===== src/rtl/wb_decoder_pkg.sv =====
// Shared definitions for the Wishbone aperture decoder: FSM encoding,
// default error read value and error-count width.
package wb_decoder_pkg;

  typedef enum logic [1:0] {
    ST_IDLE   = 2'd0,
    ST_ACTIVE = 2'd1,
    ST_DONE   = 2'd2
  } dec_state_e;

  localparam logic [31:0] DEFAULT_READ_VALUE_C = 32'hBAD_FAB_AC;
  localparam int          ERR_CNT_W            = 8;

endpackage


===== src/rtl/wb_timeout_counter.sv =====
// Watchdog for the ACTIVE state: counts enabled cycles and flags the
// cycle whose increment makes the count reach TIMEOUT.
module wb_timeout_counter #(
  parameter int TIMEOUT_CNTR_WIDTH = 3,
  parameter int TIMEOUT            = 7
) (
  input  logic clk_i,
  input  logic rst_i,
  input  logic clear_i,
  input  logic enable_i,
  output logic expired_o
);

  localparam logic [TIMEOUT_CNTR_WIDTH-1:0] LIMIT = TIMEOUT_CNTR_WIDTH'(TIMEOUT);

  logic [TIMEOUT_CNTR_WIDTH-1:0] cnt_q;
  logic [TIMEOUT_CNTR_WIDTH-1:0] cnt_d;

  // Holds at LIMIT so the count can never wrap back under the limit.
  always_comb begin
    cnt_d = cnt_q;
    if (clear_i) begin
      cnt_d = '0;
    end else if (enable_i && (cnt_q != LIMIT)) begin
      cnt_d = cnt_q + TIMEOUT_CNTR_WIDTH'(1);
    end
  end

  assign expired_o = enable_i && !clear_i && (cnt_d == LIMIT);

  always_ff @(posedge clk_i) begin
    if (rst_i) begin
      cnt_q <= '0;
    end else begin
      cnt_q <= cnt_d;
    end
  end

endmodule


===== src/rtl/wb_aperture_decoder.sv =====
// Wishbone aperture decoder: routes a bridge request to one of NUM_CH slave
// channels by address, with watchdog, error completion and error logging.
module wb_aperture_decoder
  import wb_decoder_pkg::*;
#(
  parameter int                         NUM_CH             = 4,
  parameter int                         APERWIDTH          = 17,
  parameter int                         APERSIZE           = 10,
  parameter logic [NUM_CH*APERWIDTH-1:0] BASE_ADDR_VEC     = {17'h05000, 17'h04000, 17'h01000, 17'h00000},
  parameter logic [31:0]                DEFAULT_READ_VALUE = DEFAULT_READ_VALUE_C,
  parameter int                         TIMEOUT_CNTR_WIDTH = 3,
  parameter int                         TIMEOUT            = 7
) (
  input  logic                   WBs_CLK_i,
  input  logic                   WBs_RST_i,
  input  logic [APERWIDTH-1:0]   WBs_ADR_i,
  input  logic                   WBs_CYC_i,
  input  logic                   WBs_STB_i,
  output logic [NUM_CH-1:0]      WBs_CYC_ch_o,
  input  logic [NUM_CH*32-1:0]   WBs_DAT_ch_i,
  input  logic [NUM_CH-1:0]      WBs_ACK_ch_i,
  output logic [31:0]            WBs_RD_DAT_o,
  output logic                   WBs_ACK_o,
  input  logic                   Err_Clr_i,
  output logic                   Timeout_o,
  output logic [ERR_CNT_W-1:0]   Err_Cnt_o,
  output logic [APERWIDTH-1:0]   Err_Adr_o,
  output logic [1:0]             Dbg_State_o
);

  localparam int SEL_LSB = APERSIZE + 2;
  localparam int SEL_W   = APERWIDTH - SEL_LSB;
  localparam int IDX_W   = (NUM_CH > 1) ? $clog2(NUM_CH) : 1;

  // Handshake: a request is CYC&STB seen in IDLE; the bridge sees exactly one
  // WBs_ACK_o cycle per request and must drop CYC before the next request.
  // Channel side: CYC_ch[sel] stays high until ACK_ch[sel], abort or timeout.

  dec_state_e             state_q;
  logic [IDX_W-1:0]       sel_q;
  logic [NUM_CH-1:0]      cyc_ch_q;
  logic                   ack_q;
  logic [31:0]            rd_dat_q;
  logic                   timeout_q;
  logic [ERR_CNT_W-1:0]   err_cnt_q;
  logic [ERR_CNT_W-1:0]   err_cnt_d;
  logic [APERWIDTH-1:0]   err_adr_q;

  logic                   req;
  logic                   hit;
  logic [IDX_W-1:0]       hit_idx;
  logic [NUM_CH-1:0]      hit_onehot;
  logic                   sel_ack;
  logic [31:0]            sel_dat;
  logic                   wd_clear;
  logic                   wd_enable;
  logic                   wd_expired;
  logic                   err_evt;

  assign req = WBs_CYC_i && WBs_STB_i;

  // Descending scan so the lowest matching channel index is the one left.
  always_comb begin
    hit     = 1'b0;
    hit_idx = '0;
    for (int i = NUM_CH - 1; i >= 0; i--) begin
      if (WBs_ADR_i[APERWIDTH-1:SEL_LSB] == BASE_ADDR_VEC[i*APERWIDTH+SEL_LSB +: SEL_W]) begin
        hit     = 1'b1;
        hit_idx = IDX_W'(i);
      end
    end
  end

  always_comb begin
    hit_onehot = '0;
    for (int i = 0; i < NUM_CH; i++) begin
      hit_onehot[i] = (hit_idx == IDX_W'(i));
    end
  end

  always_comb begin
    sel_ack = 1'b0;
    sel_dat = '0;
    for (int i = 0; i < NUM_CH; i++) begin
      if (sel_q == IDX_W'(i)) begin
        sel_ack = WBs_ACK_ch_i[i];
        sel_dat = WBs_DAT_ch_i[i*32 +: 32];
      end
    end
  end

  assign wd_clear  = (state_q == ST_IDLE) && req && hit;
  assign wd_enable = (state_q == ST_ACTIVE);

  wb_timeout_counter #(
    .TIMEOUT_CNTR_WIDTH (TIMEOUT_CNTR_WIDTH),
    .TIMEOUT            (TIMEOUT)
  ) u_watchdog (
    .clk_i     (WBs_CLK_i),
    .rst_i     (WBs_RST_i),
    .clear_i   (wd_clear),
    .enable_i  (wd_enable),
    .expired_o (wd_expired)
  );

  // A selected ACK in the expiry cycle wins, so it masks the error.
  assign err_evt = ((state_q == ST_IDLE) && req && !hit) ||
                   ((state_q == ST_ACTIVE) && WBs_CYC_i && !sel_ack && wd_expired);

  always_comb begin
    err_cnt_d = err_cnt_q;
    if (Err_Clr_i) begin
      err_cnt_d = err_evt ? ERR_CNT_W'(1) : '0;
    end else if (err_evt && (err_cnt_q != '1)) begin
      err_cnt_d = err_cnt_q + ERR_CNT_W'(1);
    end
  end

  always_ff @(posedge WBs_CLK_i) begin
    if (WBs_RST_i) begin
      state_q   <= ST_IDLE;
      sel_q     <= '0;
      cyc_ch_q  <= '0;
      ack_q     <= 1'b0;
      rd_dat_q  <= '0;
      timeout_q <= 1'b0;
      err_cnt_q <= '0;
      err_adr_q <= '0;
    end else begin
      ack_q     <= 1'b0;
      timeout_q <= 1'b0;
      err_cnt_q <= err_cnt_d;
      if (err_evt) begin
        err_adr_q <= WBs_ADR_i;
      end
      case (state_q)
        ST_IDLE: begin
          if (req) begin
            if (hit) begin
              sel_q    <= hit_idx;
              cyc_ch_q <= hit_onehot;
              state_q  <= ST_ACTIVE;
            end else begin
              rd_dat_q <= DEFAULT_READ_VALUE;
              ack_q    <= 1'b1;
              state_q  <= ST_DONE;
            end
          end
        end
        ST_ACTIVE: begin
          if (!WBs_CYC_i) begin
            cyc_ch_q <= '0;
            state_q  <= ST_IDLE;
          end else if (sel_ack) begin
            rd_dat_q <= sel_dat;
            ack_q    <= 1'b1;
            cyc_ch_q <= '0;
            state_q  <= ST_DONE;
          end else if (wd_expired) begin
            rd_dat_q  <= DEFAULT_READ_VALUE;
            ack_q     <= 1'b1;
            timeout_q <= 1'b1;
            cyc_ch_q  <= '0;
            state_q   <= ST_DONE;
          end
        end
        ST_DONE: begin
          if (!WBs_CYC_i) begin
            state_q <= ST_IDLE;
          end
        end
        default: begin
          cyc_ch_q <= '0;
          state_q  <= ST_IDLE;
        end
      endcase
    end
  end

  assign WBs_CYC_ch_o = cyc_ch_q;
  assign WBs_ACK_o    = ack_q;
  assign WBs_RD_DAT_o = rd_dat_q;
  assign Timeout_o    = timeout_q;
  assign Err_Cnt_o    = err_cnt_q;
  assign Err_Adr_o    = err_adr_q;
  assign Dbg_State_o  = state_q;

endmodule


===== config.mk =====
export PLATFORM = sky130hd
export DESIGN_NAME = wb_aperture_decoder
export DESIGN_NICKNAME = d
export VERILOG_FILES = /design/src/rtl/wb_decoder_pkg.sv /design/src/rtl/wb_timeout_counter.sv /design/src/rtl/wb_aperture_decoder.sv
export SDC_FILE = /design/constraint.sdc
export NUM_CORES = 1
export LEC_CHECK = 0
export CAP_MARGIN = 20
export CELL_PAD_IN_SITES_DETAIL_PLACEMENT = 1
export CELL_PAD_IN_SITES_GLOBAL_PLACEMENT = 2
export CORE_AREA = 4 4 117 163
export CTS_CLUSTER_DIAMETER = 30
export DETAILED_ROUTE_END_ITERATION = 6
export DIE_AREA = 0 0 121 167
export PLACE_DENSITY_LB_ADDON = 0.2
export SLEW_MARGIN = 20
export SYNTH_ARGS = -nofsm -noshare
export SYNTH_HDL_FRONTEND = slang
export SYNTH_SLANG_ARGS = --single-unit

===== constraint.sdc =====
create_clock -name WBs_CLK_i -period 3.85 [get_ports WBs_CLK_i]
set_clock_uncertainty 0.2 [all_clocks]
set_input_delay 0.5775 -clock WBs_CLK_i [delete_from_list [all_inputs] [get_ports WBs_CLK_i]]
set_output_delay 0.5775 -clock WBs_CLK_i [all_outputs]
set_load 0.05 [all_outputs]

=== Word level (Yosys, flattened, before mapping) ===
Index checks and enable logic that the tools add are counted.

* Input bits: 154
* Register bits after elaboration: 70
* Word-level logic and storage cells: 107

* Bitwise operators: 3
* $add $sub $neg: 2
* Reduce and logical (&&, ||, !) cells: 26
* Eq/ne operators: 21
* Multiplexer cells: 46

{| class="wikitable"
|+ Operator list
! kind !! count
|-
| $mux 32 || 9
|-
| $pmux 32 s2 || 1
|-
| $mux 2 || 10
|-
| $mux 4 || 5
|-
| $mux 8 || 2
|-
| $mux 1 || 14
|-
| $pmux 4 s3 || 1
|-
| $logic_and 1x1->1 || 11
|-
| $eq 2x2->1 const B || 5
|-
| $eq 5x3->1 const B || 2
|-
| $ne 2x2->1 const B || 5
|-
| $add 8x1->8 const B || 1
|-
| $ne 8x8->1 const B || 1
|-
| $eq 2x1->1 const B || 3
|-
| $logic_not 2->1 || 3
|-
| $mux 3 || 2
|-
| $ne 3x3->1 const B || 2
|-
| $pmux 2 s3 || 1
|-
| $reduce_and 3->1 || 2
|-
| $eq 5x1->1 const B || 1
|-
| $logic_not 5->1 || 1
|-
| $reduce_and 5->1 || 1
|-
| $ne 4x4->1 const B || 1
|-
| $reduce_and 4->1 || 1
|-
| 8 further kinds || 13
|}

=== Logic depth before layout (Yosys ltp) ===
Gate-level depths: netlist of the first run.

* Depth in word-level cells: 14
* Mapped depth: 8
* Depth with buffers taken out: 7

=== Hierarchy ===
A second synthesis of the first run with hierarchy kept.

* Cells, all modules: 394
* Area, all modules: 3736.1 µm²

{| class="wikitable"
|+ Modules (own cells, without submodules)
! module !! times used !! cells each !! seq. area each (µm²) !! area an instance (µm²)
|-
| wb_aperture_decoder || 1 || 378 || 1341.3 || 3552.2
|-
| wb_timeout_counter || 1 || 16 || 60.1 || 183.9
|}

=== Worst setup path before layout of the first run ===
Ideal clock, no wire load.

* Path kind: register -> register
* Start point: register state_q[0], in the netlist Dbg_State_o[0]
* End point: register err_cnt_q[3], in the netlist Err_Cnt_o[3]
* Slack: 884 ps
* Library setup time: 70 ps
* Stages on the path, launching flop included: 8
* Path buffers: 2
* Arrival time: 2696 ps
* Required time: 3580 ps
* Period minus slack after synthesis: 2966 ps
* Cells stage by stage: dfxtp_1 buf_2 nor3b_2 mux2_2 o31a_1 buf_6 or4_1 a21oi_1

* Cells in the longest elaborated chain, start to end: 10
* Elaborated cells between the ends (all ways): 18
* Classes of those cells: 2 x eq/ne; 2 x mux; 14 x reduce/logical

{| class="wikitable"
|+ RTL lines
! what !! RTL line !! text
|-
| start: declaration || wb_aperture_decoder.sv:39 || <nowiki>dec_state_e state_q;</nowiki>
|-
| start signal: assignment || wb_aperture_decoder.sv:121 || <nowiki>state_q <= ST_IDLE;</nowiki>
|-
| start signal: assignment || wb_aperture_decoder.sv:142 || <nowiki>state_q <= ST_ACTIVE;</nowiki>
|-
| start signal: assignment || wb_aperture_decoder.sv:146 || <nowiki>state_q <= ST_DONE;</nowiki>
|-
| $eq 2x1->1 / $logic_not 2->1 (equally long branches) || -- ||
|-
| $logic_and 1x1->1 (on tied branches) || wb_timeout_counter.sv:24, wb_aperture_decoder.sv:92, wb_aperture_decoder.sv:107 ||
|-
| $mux 3 / $logic_and 1x1->1 (equally long branches) || wb_timeout_counter.sv:24, wb_aperture_decoder.sv:92 ||
|-
| $mux 3 / $logic_not 1->1 (equally long branches) || wb_timeout_counter.sv:22, wb_timeout_counter.sv:29 ||
|-
| $eq 3x3->1 / $logic_and 1x1->1 (equally long branches) || wb_timeout_counter.sv:29 || <nowiki>assign expired_o = enable_i && !clear_i && (cnt_d == LIMIT);</nowiki>
|-
| $logic_and 1x1->1 || wb_timeout_counter.sv:29 ||
|-
| $logic_and 1x1->1 || wb_aperture_decoder.sv:108 || <nowiki>((state_q == ST_ACTIVE) && WBs_CYC_i && !sel_ack && wd_expired);</nowiki>
|-
| $logic_or 1x1->1 (*) || wb_aperture_decoder.sv:107 || <nowiki>assign err_evt = ((state_q == ST_IDLE) && req && !hit) ||</nowiki>
|-
| $logic_and 1x1->1 (*) || wb_aperture_decoder.sv:114 || <nowiki>end else if (err_evt && (err_cnt_q != '1)) begin</nowiki>
|-
| $reduce_bool 2->1 (no source line) (*) || -- ||
|-
| end signal: assignment || wb_aperture_decoder.sv:132 || <nowiki>err_cnt_q <= err_cnt_d;</nowiki>
|-
| end: declaration || wb_aperture_decoder.sv:45 || <nowiki>logic [ERR_CNT_W-1:0] err_cnt_q;</nowiki>
|}

Mark *: on every way between the ends. The rest lies on a longest branch, timed or not.
A chain may end at the register's enable or synchronous reset.

=== Worst setup path after layout of the first run ===
* Start point: register u_watchdog.cnt_q[0]
* End point: register rd_dat_q[15], in the netlist WBs_RD_DAT_o[15]

* Cells in the longest elaborated chain, start to end: 8
* Elaborated cells between the ends (all ways): 9
* Classes of those cells: 1 x add/sub; 3 x eq/ne; 2 x mux; 3 x reduce/logical

{| class="wikitable"
|+ RTL lines
! what !! RTL line !! text
|-
| start: declaration || wb_timeout_counter.sv:16 || <nowiki>logic [TIMEOUT_CNTR_WIDTH-1:0] cnt_q;</nowiki>
|-
| start signal: assignment || wb_timeout_counter.sv:35 || <nowiki>cnt_q <= cnt_d;</nowiki>
|-
| branches (longest 2 deep; another with $add 3x1->3) || -- ||
|-
| $mux 3 (*) || wb_timeout_counter.sv:24 || <nowiki>end else if (enable_i && (cnt_q != LIMIT)) begin</nowiki>
|-
| $mux 3 (*) || wb_timeout_counter.sv:22 || <nowiki>if (clear_i) begin</nowiki>
|-
| $eq 3x3->1 (*) || wb_timeout_counter.sv:29 ||
|-
| $logic_and 1x1->1 (*) || wb_timeout_counter.sv:29 ||
|-
| $ne 3x3->1 (no source line) (*) || -- ||
|-
| $reduce_and 5->1 (no source line) (*) || -- ||
|-
| end signal: assignment || wb_aperture_decoder.sv:155 || <nowiki>rd_dat_q <= sel_dat;</nowiki>
|-
| end: declaration || wb_aperture_decoder.sv:43 || <nowiki>logic [31:0] rd_dat_q;</nowiki>
|}

Every way passes the cells marked *.

==> results of run 1 <==
## final cells by class
cell class                 instances  area, µm²  area share, %
sequential                        70       1400           22.2
timing repair buffer             225       2230           35.2
multi-input combinational        261       2120           33.5
clock buffer                       9        225           3.56
inverter                           1       3.75         0.0593
tap                              236        295           4.67
clock inverter                     7       47.5          0.752
## final timing paths
path,startpoint,endpoint,slack (ns),depth (start not counted)
max reg2reg,u_watchdog.cnt_q[0],WBs_RD_DAT_o[15],0.81,8
min,WBs_RD_DAT_o[26],WBs_RD_DAT_o[26],0.27,2
max,u_watchdog.cnt_q[0],WBs_RD_DAT_o[15],0.81,8
min reg2reg,WBs_RD_DAT_o[26],WBs_RD_DAT_o[26],0.27,2
## synth_stat cells, types with 2 or more instances
cell type,instances,area (µm²)
mux2i_1,21,210
mux4_2,33,743
nand4_1,2,12.5
clkbuf_1,21,78.8
nand3b_1,24,180
or3_1,3,18.8
nor3_1,29,145
o21ai_0,6,30.0
o31ai_1,3,22.5
buf_6,2,22.5
nor2_1,68,255
or4_1,3,22.5
ha_1,3,37.5
a21oi_1,12,60.1
dfxtp_1,70,1400
buf_1,3,11.3
nand2_1,21,78.8
nand3_1,7,35.0
buf_2,4,20.0
a211oi_1,2,15.0
## metrics by stage
| stage | power [W] | setup slack (ns) | utilization (%) | instances | instance area, µm² |
|---|---|---|---|---|---|
| 2_1_floorplan | 0.000987 | 0.884 | - | 362 | 3640 |
| 3_3_place_gp | 0.00122 | 0.716 | 34.6 | 793 | 6050 |
| 3_5_place_dp | 0.00123 | 0.645 | 34.6 | 793 | 6050 |
| 4_1_cts | 0.00202 | 0.691 | 36.2 | 809 | 6330 |
| 5_1_grt | 0.00208 | 0.456 | 36.2 | 809 | 6330 |
| 6_report | 0.00198 | 0.805 | 36.2 | 809 | 6330 |
## report_power, final
group / internal, W / switching, W
Clock: 0.000437 / 0.000333
Sequential: 0.000752 / 0.0000168
Combinational: 0.000240 / 0.000201
Total: 0.00143 / 0.000551
## sequential cells by signal, summed over array words and instances, names as in the netlist
| name | cells |
|---|---|
| Dbg_State_o | 2 |
| WBs_CYC_ch_o | 4 |
| Err_Adr_o | 17 |
| WBs_RD_DAT_o | 32 |
| u_watchdog.cnt_q | 3 |
| WBs_ACK_o | 1 |
| Timeout_o | 1 |
| sel_q | 2 |
| Err_Cnt_o | 8 |
## logic make-up after synthesis
group           after synthesis  synth area share, %
simple gates                170                 24.2
flops                        70                 38.5
mux                          55                 26.5
compound gates               32                 5.71
buf+inv                      31                 3.75
fa+ha+maj                     3                 1.03
xor+xnor                      1                0.241
## critical path: stages, from the launching register on
cell	delay, ns
dfxtp_1	0.34
ha_1	0.21
ha_1	0.20
nor3b_2	0.42
mux2i_1	0.41
o311a_1	0.59
buf_4	0.34
nor2_1	0.06
nor3_1	0.18
## per-layer routing
metal	part of all wire [%]	track usage, %
met2	55	27.0
met3	7.4	4.55
met5	0	0
met4	1.6	3.94
met1	35	13.9
## cells in the final DEF (no fill, tap or decap), drive strengths merged, types with 3 or more instances in the layout
master         count
mux4              33
dfxtp             70
or3                3
o31ai              3
inv                3
clkbuf             9
nand2             21
mux2i             21
nor3              29
o21ai              6
buf                8
nor2              68
or4                3
clkdlybuf4s50    217
nand3b            25
ha                 3
nand3              7
a21oi             12
clkinv             3
==> flow_summary.html, run 1 <==
<table>
<tr><th>Metric</th><th>Value</th></tr>
<tr><th colspan="2">Cells and area</th></tr>
<tr><td>Layout-stage area growth over the synthesis result</td><td>73.9%</td></tr>
<tr><td>Total Nets Final</td><td>a little over 700</td></tr>
<tr><td>Share of final-layout standard cells stronger than drive strength 1</td><td>about 12%</td></tr>
<tr><td>FILL cells</td><td>1983</td></tr>
<tr><td>Antenna Cells</td><td>0</td></tr>
<tr><th colspan="2">Yosys</th></tr>
<tr><td>Synthesized area per cell</td><td>10.0 µm²</td></tr>
<tr><td>Post-synth net total</td><td>519</td></tr>
<tr><td>Post-synthesis register bit count</td><td>70</td></tr>
<tr><td>Fraction of the yosys area taken by sequential cells</td><td>approximately two fifths</td></tr>
<tr><td>Post-Synthesis Cell Area</td><td>3640 µm²</td></tr>
<tr><td>Total number of yosys warnings</td><td>0</td></tr>
<tr><td>Most used DFF post-synth</td><td>dfxtp_1</td></tr>
<tr><td>Number of distinct library cells after synthesis</td><td>45</td></tr>
<tr><td>Number of cells produced by synthesis</td><td>approximately 360</td></tr>
<tr><td>Number of synthesized flops with an enable pin</td><td>0</td></tr>
<tr><td>Async set-or-reset flop fraction in the synthesized netlist</td><td>0%</td></tr>
<tr><th colspan="2">Die</th></tr>
<tr><td>Num ports</td><td>roughly 220</td></tr>
<tr><td>Width of the chip</td><td>121 µm</td></tr>
<tr><td>Overall die height</td><td>167 µm</td></tr>
<tr><td>Cell Rows</td><td>57</td></tr>
<tr><td>Die footprint</td><td>20200 µm²</td></tr>
<tr><td>Total core area</td><td>~17000 µm²</td></tr>
<tr><td>Initial standard-cell utilization of the core</td><td>about a fifth</td></tr>
<tr><th colspan="2">Routing</th></tr>
<tr><td>Antenna-violating nets left</td><td>0</td></tr>
<tr><td>Total via count after detailed routing</td><td>between 3000 and 4000</td></tr>
<tr><td>Violation count after the first detailed-route iteration</td><td>between 150 and 200</td></tr>
<tr><td>Count of unresolved DRC violations after routing</td><td>0</td></tr>
<tr><td>Count of TritonRoute iterations in the first routing pass</td><td>4</td></tr>
<tr><td>Routed len/inst</td><td>17.6 µm</td></tr>
<tr><td>Vias per Instance</td><td>4.55</td></tr>
<tr><td>Total routed wirelength</td><td>14200 µm</td></tr>
<tr><th colspan="2">Timing</th></tr>
<tr><td>Slew margin rel.</td><td>between 30% and 40%</td></tr>
<tr><td>RSZ-0062 raised after global routing</td><td>no</td></tr>
<tr><td>Least-Margin Pin Slew</td><td>0.907 ns</td></tr>
<tr><td>Number of failing setup endpoints in the final timing report</td><td>0</td></tr>
<tr><td>Share of the cycle needed by the critical path after routing</td><td>between 70 and 80%</td></tr>
<tr><td>Fmax</td><td>328 MHz</td></tr>
<tr><td>Post-layout minimum cycle time</td><td>roughly 3.0 ns</td></tr>
<tr><td>Hold Slack</td><td>~0.27 ns</td></tr>
<tr><td>Final-report max-slew violation count</td><td>0</td></tr>
<tr><td>Final hold viol count</td><td>0</td></tr>
<tr><td>Fin Setup TNS</td><td>0 ns</td></tr>
<tr><th colspan="2">Placement</th></tr>
<tr><td>Count of port buffers added during placement</td><td>about 220</td></tr>
<tr><td>Global placement routability congestion</td><td>0.728</td></tr>
<tr><td>Total half-perimeter wirelength after legalization and detailed placement</td><td>roughly 11000 µm</td></tr>
<tr><th colspan="2">GRT</th></tr>
<tr><td>Antenna violations before repair</td><td>0</td></tr>
<tr><td>Vias in the first global route</td><td>4143</td></tr>
<tr><td>Global-route congestion overflow total</td><td>0</td></tr>
<tr><td>Maximum number of pins on one net before global-route repair</td><td>39</td></tr>
<tr><td>Global-route wire length before repair</td><td>about 22000 µm</td></tr>
<tr><td>Total global routing track utilization</td><td>14.0%</td></tr>
<tr><th colspan="2">Clock tree</th></tr>
<tr><td>TritonCTS clock tree</td><td>built</td></tr>
<tr><td>Sinks on Clock Net</td><td>70</td></tr>
<tr><td>CTS root buf</td><td>clkbuf_16</td></tr>
<tr><td>Clock Latency Late Sink</td><td>0.33 ns</td></tr>
<tr><td>Clock slew at the register clock pins of the worst setup and hold paths</td><td>0.06 ns</td></tr>
<tr><td>Total CTS buffers</td><td>9</td></tr>
<tr><td>Number of gates resized after cts</td><td>0</td></tr>
<tr><td>Setup bufs post-CTS</td><td>0</td></tr>
<tr><td>Max Buffers Root-to-Sink</td><td>2</td></tr>
<tr><td>Hold bufs inserted after CTS</td><td>0</td></tr>
<tr><td>H-tree lvl count</td><td>3</td></tr>
<tr><th colspan="2">Job</th></tr>
<tr><td>Max-cap check violation count</td><td>0</td></tr>
<tr><th colspan="2">Pwr</th></tr>
<tr><td>Power density relative to cell area</td><td>313 nW/µm²</td></tr>
<tr><td>Cell leakage power</td><td>2.17 nW</td></tr>
<tr><td>Maximum VDD drop</td><td>199 µV</td></tr>
<tr><th colspan="2">Worst setup path</th></tr>
<tr><td>Critical Path RT</td><td>3.90 ns</td></tr>
<tr><td>Type of destination of the critical path</td><td>flip-flop</td></tr>
<tr><td>Worst setup path class</td><td>flip-flop to flip-flop</td></tr>
<tr><td>Data arrival time at the worst-slack endpoint</td><td>3.09 ns</td></tr>
<tr><td>CP Max Fanout</td><td>17</td></tr>
<tr><td>Critical Path Source Type</td><td>flip-flop</td></tr>
<tr><th colspan="2">Run status</th></tr>
<tr><td>Result of the run</td><td>completed</td></tr>
<tr><th colspan="2">Worst hold path</th></tr>
<tr><td>Kind of path behind the tightest hold check</td><td>flip-flop to flip-flop</td></tr>
</table>
No activity file was read; power rests on OpenSTA's default activity.
==> inputs of run 2 (changes only) <==
Clock period 3.85 ns to 2.9 ns, I/O delays scaled along.
==> run 2 against run 1 <==
- die area is the same
- worst hold slack gained 0.0046 ns
- non-clock buffer count up 10
==> flow_summary.html, run 2 (same netlist as run 1, synthesis figures left out) <==
<table>
<tr><th>Metric</th><th>Value</th></tr>
<tr><th colspan="2">Routing</th></tr>
<tr><td>Total routed wirelength</td><td>14100 µm (-1.1%)</td></tr>
<tr><td>Violation count after the first detailed-route iteration</td><td>137 (-9.9%)</td></tr>
<tr><td>Total via count after detailed routing</td><td>3713 (+0.98%)</td></tr>
<tr><td>Count of TritonRoute iterations in the first routing pass</td><td>4 (unchanged)</td></tr>
<tr><td>Count of unresolved DRC violations after routing</td><td>0 (unchanged)</td></tr>
<tr><td>Vias per Instance</td><td>4.53 (-0.25%)</td></tr>
<tr><td>Routed len/inst</td><td>17.2 µm (-2.3%)</td></tr>
<tr><td>Antenna-violating nets left</td><td>0 (unchanged)</td></tr>
<tr><th colspan="2">Cells and area</th></tr>
<tr><td>Share of final-layout standard cells stronger than drive strength 1</td><td>13.9% (+1.9 points)</td></tr>
<tr><td>Commonest cells after routing, fill and taps aside</td><td>clkdlybuf4s50_1, nor2_1, dfxtp_1</td></tr>
<tr><td>FILL cells</td><td>1976 (-0.35%)</td></tr>
<tr><td>Commonest non-fill, non-tap cell in the layout</td><td>clkdlybuf4s50_1</td></tr>
<tr><td>Max reg flops</td><td>32 (unchanged)</td></tr>
<tr><td>Antenna Cells</td><td>0 (unchanged)</td></tr>
<tr><td>Total Nets Final</td><td>735 (+1.4%)</td></tr>
<tr><td>Layout-stage area growth over the synthesis result</td><td>78.2%</td></tr>
<tr><th colspan="2">Die</th></tr>
<tr><td>Overall die height</td><td>167 µm (unchanged)</td></tr>
<tr><td>Initial standard-cell utilization of the core</td><td>20.8% (unchanged)</td></tr>
<tr><td>Total core area</td><td>17500 µm² (unchanged)</td></tr>
<tr><td>Die footprint</td><td>20200 µm² (unchanged)</td></tr>
<tr><td>Num ports</td><td>219 (unchanged)</td></tr>
<tr><td>Cell Rows</td><td>57 (unchanged)</td></tr>
<tr><td>Width of the chip</td><td>121 µm (unchanged)</td></tr>
<tr><th colspan="2">Worst setup path</th></tr>
<tr><td>Critical-path cell list</td><td>ha_1, ha_1, nor3b_2, mux2_2, o31a_1, or4_1, a21oi_1</td></tr>
<tr><td>CP bufs+invs</td><td>0 (-1)</td></tr>
<tr><td>Critical Path Source Type</td><td>flip-flop</td></tr>
<tr><td>Critical Path RT</td><td>2.96 ns (-0.94 ns)</td></tr>
<tr><td>Worst-case reg-to-reg path depth</td><td>7 (-1)</td></tr>
<tr><td>Slowest cell on crit path</td><td>or4_1</td></tr>
<tr><td>Setup slack of the worst register-to-register path</td><td>0.19 ns (-0.61 ns)</td></tr>
<tr><td>Worst reg2reg startpoint</td><td>u_watchdog.cnt_q[0]</td></tr>
<tr><td>CP top delay family</td><td>simple AND/OR/NAND/NOR gates</td></tr>
<tr><td>Cell occurring most often along the worst timing path</td><td>ha_1</td></tr>
<tr><td>Startpoint of the most critical setup path</td><td>u_watchdog.cnt_q[0]</td></tr>
<tr><td>Worst setup path class</td><td>flip-flop to flip-flop</td></tr>
<tr><td>Critical register-to-register path endpoint</td><td>Err_Cnt_o[4]</td></tr>
<tr><td>Data arrival time at the worst-slack endpoint</td><td>2.77 ns (-0.32 ns)</td></tr>
<tr><td>Type of destination of the critical path</td><td>flip-flop</td></tr>
<tr><td>Slowest cell delay on critical path</td><td>0.54 ns (-0.05 ns)</td></tr>
<tr><td>CP Max Fanout</td><td>9 (-8)</td></tr>
<tr><th colspan="2">Timing</th></tr>
<tr><td>Fin Setup TNS</td><td>0 ns (unchanged)</td></tr>
<tr><td>Share of the cycle needed by the critical path after routing</td><td>93.3% (+14 points)</td></tr>
<tr><td>Final hold viol count</td><td>0 (unchanged)</td></tr>
<tr><td>Final-report max-slew violation count</td><td>0 (unchanged)</td></tr>
<tr><td>Number of failing setup endpoints in the final timing report</td><td>0 (unchanged)</td></tr>
<tr><td>Fmax</td><td>370 MHz (+13%)</td></tr>
<tr><td>RSZ-0062 raised after global routing</td><td>no</td></tr>
<tr><td>Fin worst setup slack</td><td>0.194 ns (-0.611 ns)</td></tr>
<tr><td>Slew margin rel.</td><td>57.0% (+18 points)</td></tr>
<tr><td>Post-layout minimum cycle time</td><td>2.71 ns (-0.339 ns)</td></tr>
<tr><td>Least-Margin Pin Slew</td><td>0.645 ns (-0.262 ns)</td></tr>
<tr><th colspan="2">Clock tree</th></tr>
<tr><td>Total CTS buffers</td><td>9 (unchanged)</td></tr>
<tr><td>CTS root buf</td><td>clkbuf_16</td></tr>
<tr><td>TritonCTS clock tree</td><td>built</td></tr>
<tr><td>H-tree lvl count</td><td>3 (unchanged)</td></tr>
<tr><td>Max Buffers Root-to-Sink</td><td>2 (unchanged)</td></tr>
<tr><td>Clock slew at the register clock pins of the worst setup and hold paths</td><td>0.06 ns (about the same)</td></tr>
<tr><td>Clock Latency Late Sink</td><td>0.33 ns (about the same)</td></tr>
<tr><td>Sinks on Clock Net</td><td>70 (unchanged)</td></tr>
<tr><th colspan="2">Placement</th></tr>
<tr><td>Global placement routability congestion</td><td>0.711 (-2.3%)</td></tr>
<tr><td>Count of port buffers added during placement</td><td>218 (unchanged)</td></tr>
<tr><td>Worst Setup Slack post-DPL</td><td>0.00818 ns (-0.637 ns)</td></tr>
<tr><td>Total half-perimeter wirelength after legalization and detailed placement</td><td>11100 µm (-1.6%)</td></tr>
<tr><th colspan="2">Pwr</th></tr>
<tr><td>Power density relative to cell area</td><td>434 nW/µm² (+39%)</td></tr>
<tr><td>Power, Total</td><td>0.00281 W (+42%)</td></tr>
<tr><td>Cell leakage power</td><td>2.24 nW (+3.6%)</td></tr>
<tr><td>Maximum VDD drop</td><td>246 µV (+24%)</td></tr>
<tr><th colspan="2">GRT</th></tr>
<tr><td>Maximum number of pins on one net before global-route repair</td><td>39 (unchanged)</td></tr>
<tr><td>Global-route congestion overflow total</td><td>0 (unchanged)</td></tr>
<tr><td>Antenna violations before repair</td><td>0 (unchanged)</td></tr>
<tr><td>Total global routing track utilization</td><td>14.1% (+0.17 points)</td></tr>
<tr><td>Vias in the first global route</td><td>4214 (+1.7%)</td></tr>
<tr><td>Global-route wire length before repair</td><td>22600 µm (+2.0%)</td></tr>
<tr><th colspan="2">Job</th></tr>
<tr><td>Max-cap check violation count</td><td>0 (unchanged)</td></tr>
<tr><th colspan="2">Worst hold path</th></tr>
<tr><td>Critical hold path startpoint</td><td>WBs_RD_DAT_o[14]</td></tr>
<tr><td>Kind of path behind the tightest hold check</td><td>flip-flop to flip-flop</td></tr>
<tr><td>Hold EP</td><td>WBs_RD_DAT_o[14]</td></tr>
<tr><td>Cell depth of the worst hold path</td><td>2 (unchanged)</td></tr>
<tr><th colspan="2">Run status</th></tr>
<tr><td>Result of the run</td><td>completed</td></tr>
</table>
-- run 2: changes by cell type in the layout (fill, tap and decap cells not counted), moves of 2 or more --
cell,change
buf_12,+2
bufinv_16,+2
clkinv_2,-2
buf_4,+8
-- run 2: area by class of cell --
type                    instances  area (µm²)  area share (%)
repair buffers                235        2330            35.9
multi-input cells             261        2120            32.8
flip-flops and latches         70        1410            21.7
well taps                     236         295            4.56
clock buffers                   9         225            3.47
clock inverters                 7        97.6            1.51
inverters                       1        3.75          0.0579
-- run 2: worst max path at each step --
stage	to	slack, ns	depth (start not counted)
floorplan	Err_Cnt_o[3]	0.10	7
global placement	Err_Cnt_o[5]	0.06	6
detailed placement	Err_Cnt_o[3]	0.008	6
CTS	Err_Cnt_o[3]	0.19	7
global route	Err_Cnt_o[3]	0.008	7
finish	Err_Cnt_o[4]	0.19	7
-- run 2: timing repair --
item | 4_1_cts | 5_1_grt
hold buffers | 0 | 0
endpoints found under the setup margin | 0 | 1
resized for setup | 0 | 1
setup buffers | 0 | 0
-- run 2: through the flow --
step / hold WS (ns) / cell area [µm²] / cells / utilization (%)
finish: 0.278 / 6480 / 819 / 37.1
global route: 0.305 / 6480 / 819 / 37.1
CTS: 0.281 / 6480 / 819 / 37.1
detailed placement: 0.269 / 6150 / 803 / 35.2
global placement: 0.261 / 6150 / 803 / 35.2
floorplan: 0.314 / 3640 / 362 / -
-- run 2: per-layer routing --
layer	vias up	share of wire (%)	global-route usage (%)
li1	1769	-	-
met1	1785	37	14.7
met2	143	54	26.3
met3	16	7.6	4.65
met4	0	1.7	4.68
met5	-	0	0
-- run 2: power by group --
group | internal [W] | switching [W]
Clock | 0.000756 | 0.000440
Sequential | 0.000999 | 0.0000213
Combinational | 0.000328 | 0.000269
-- run 2: worst reg2reg max path, stage by stage, from the launching register on --
cell and delay (ns):
dfxtp_1 0.34, ha_1 0.21, ha_1 0.20, nor3b_2 0.19, mux2_2 0.41, o31a_1 0.39, or4_1 0.54, a21oi_1 0.16
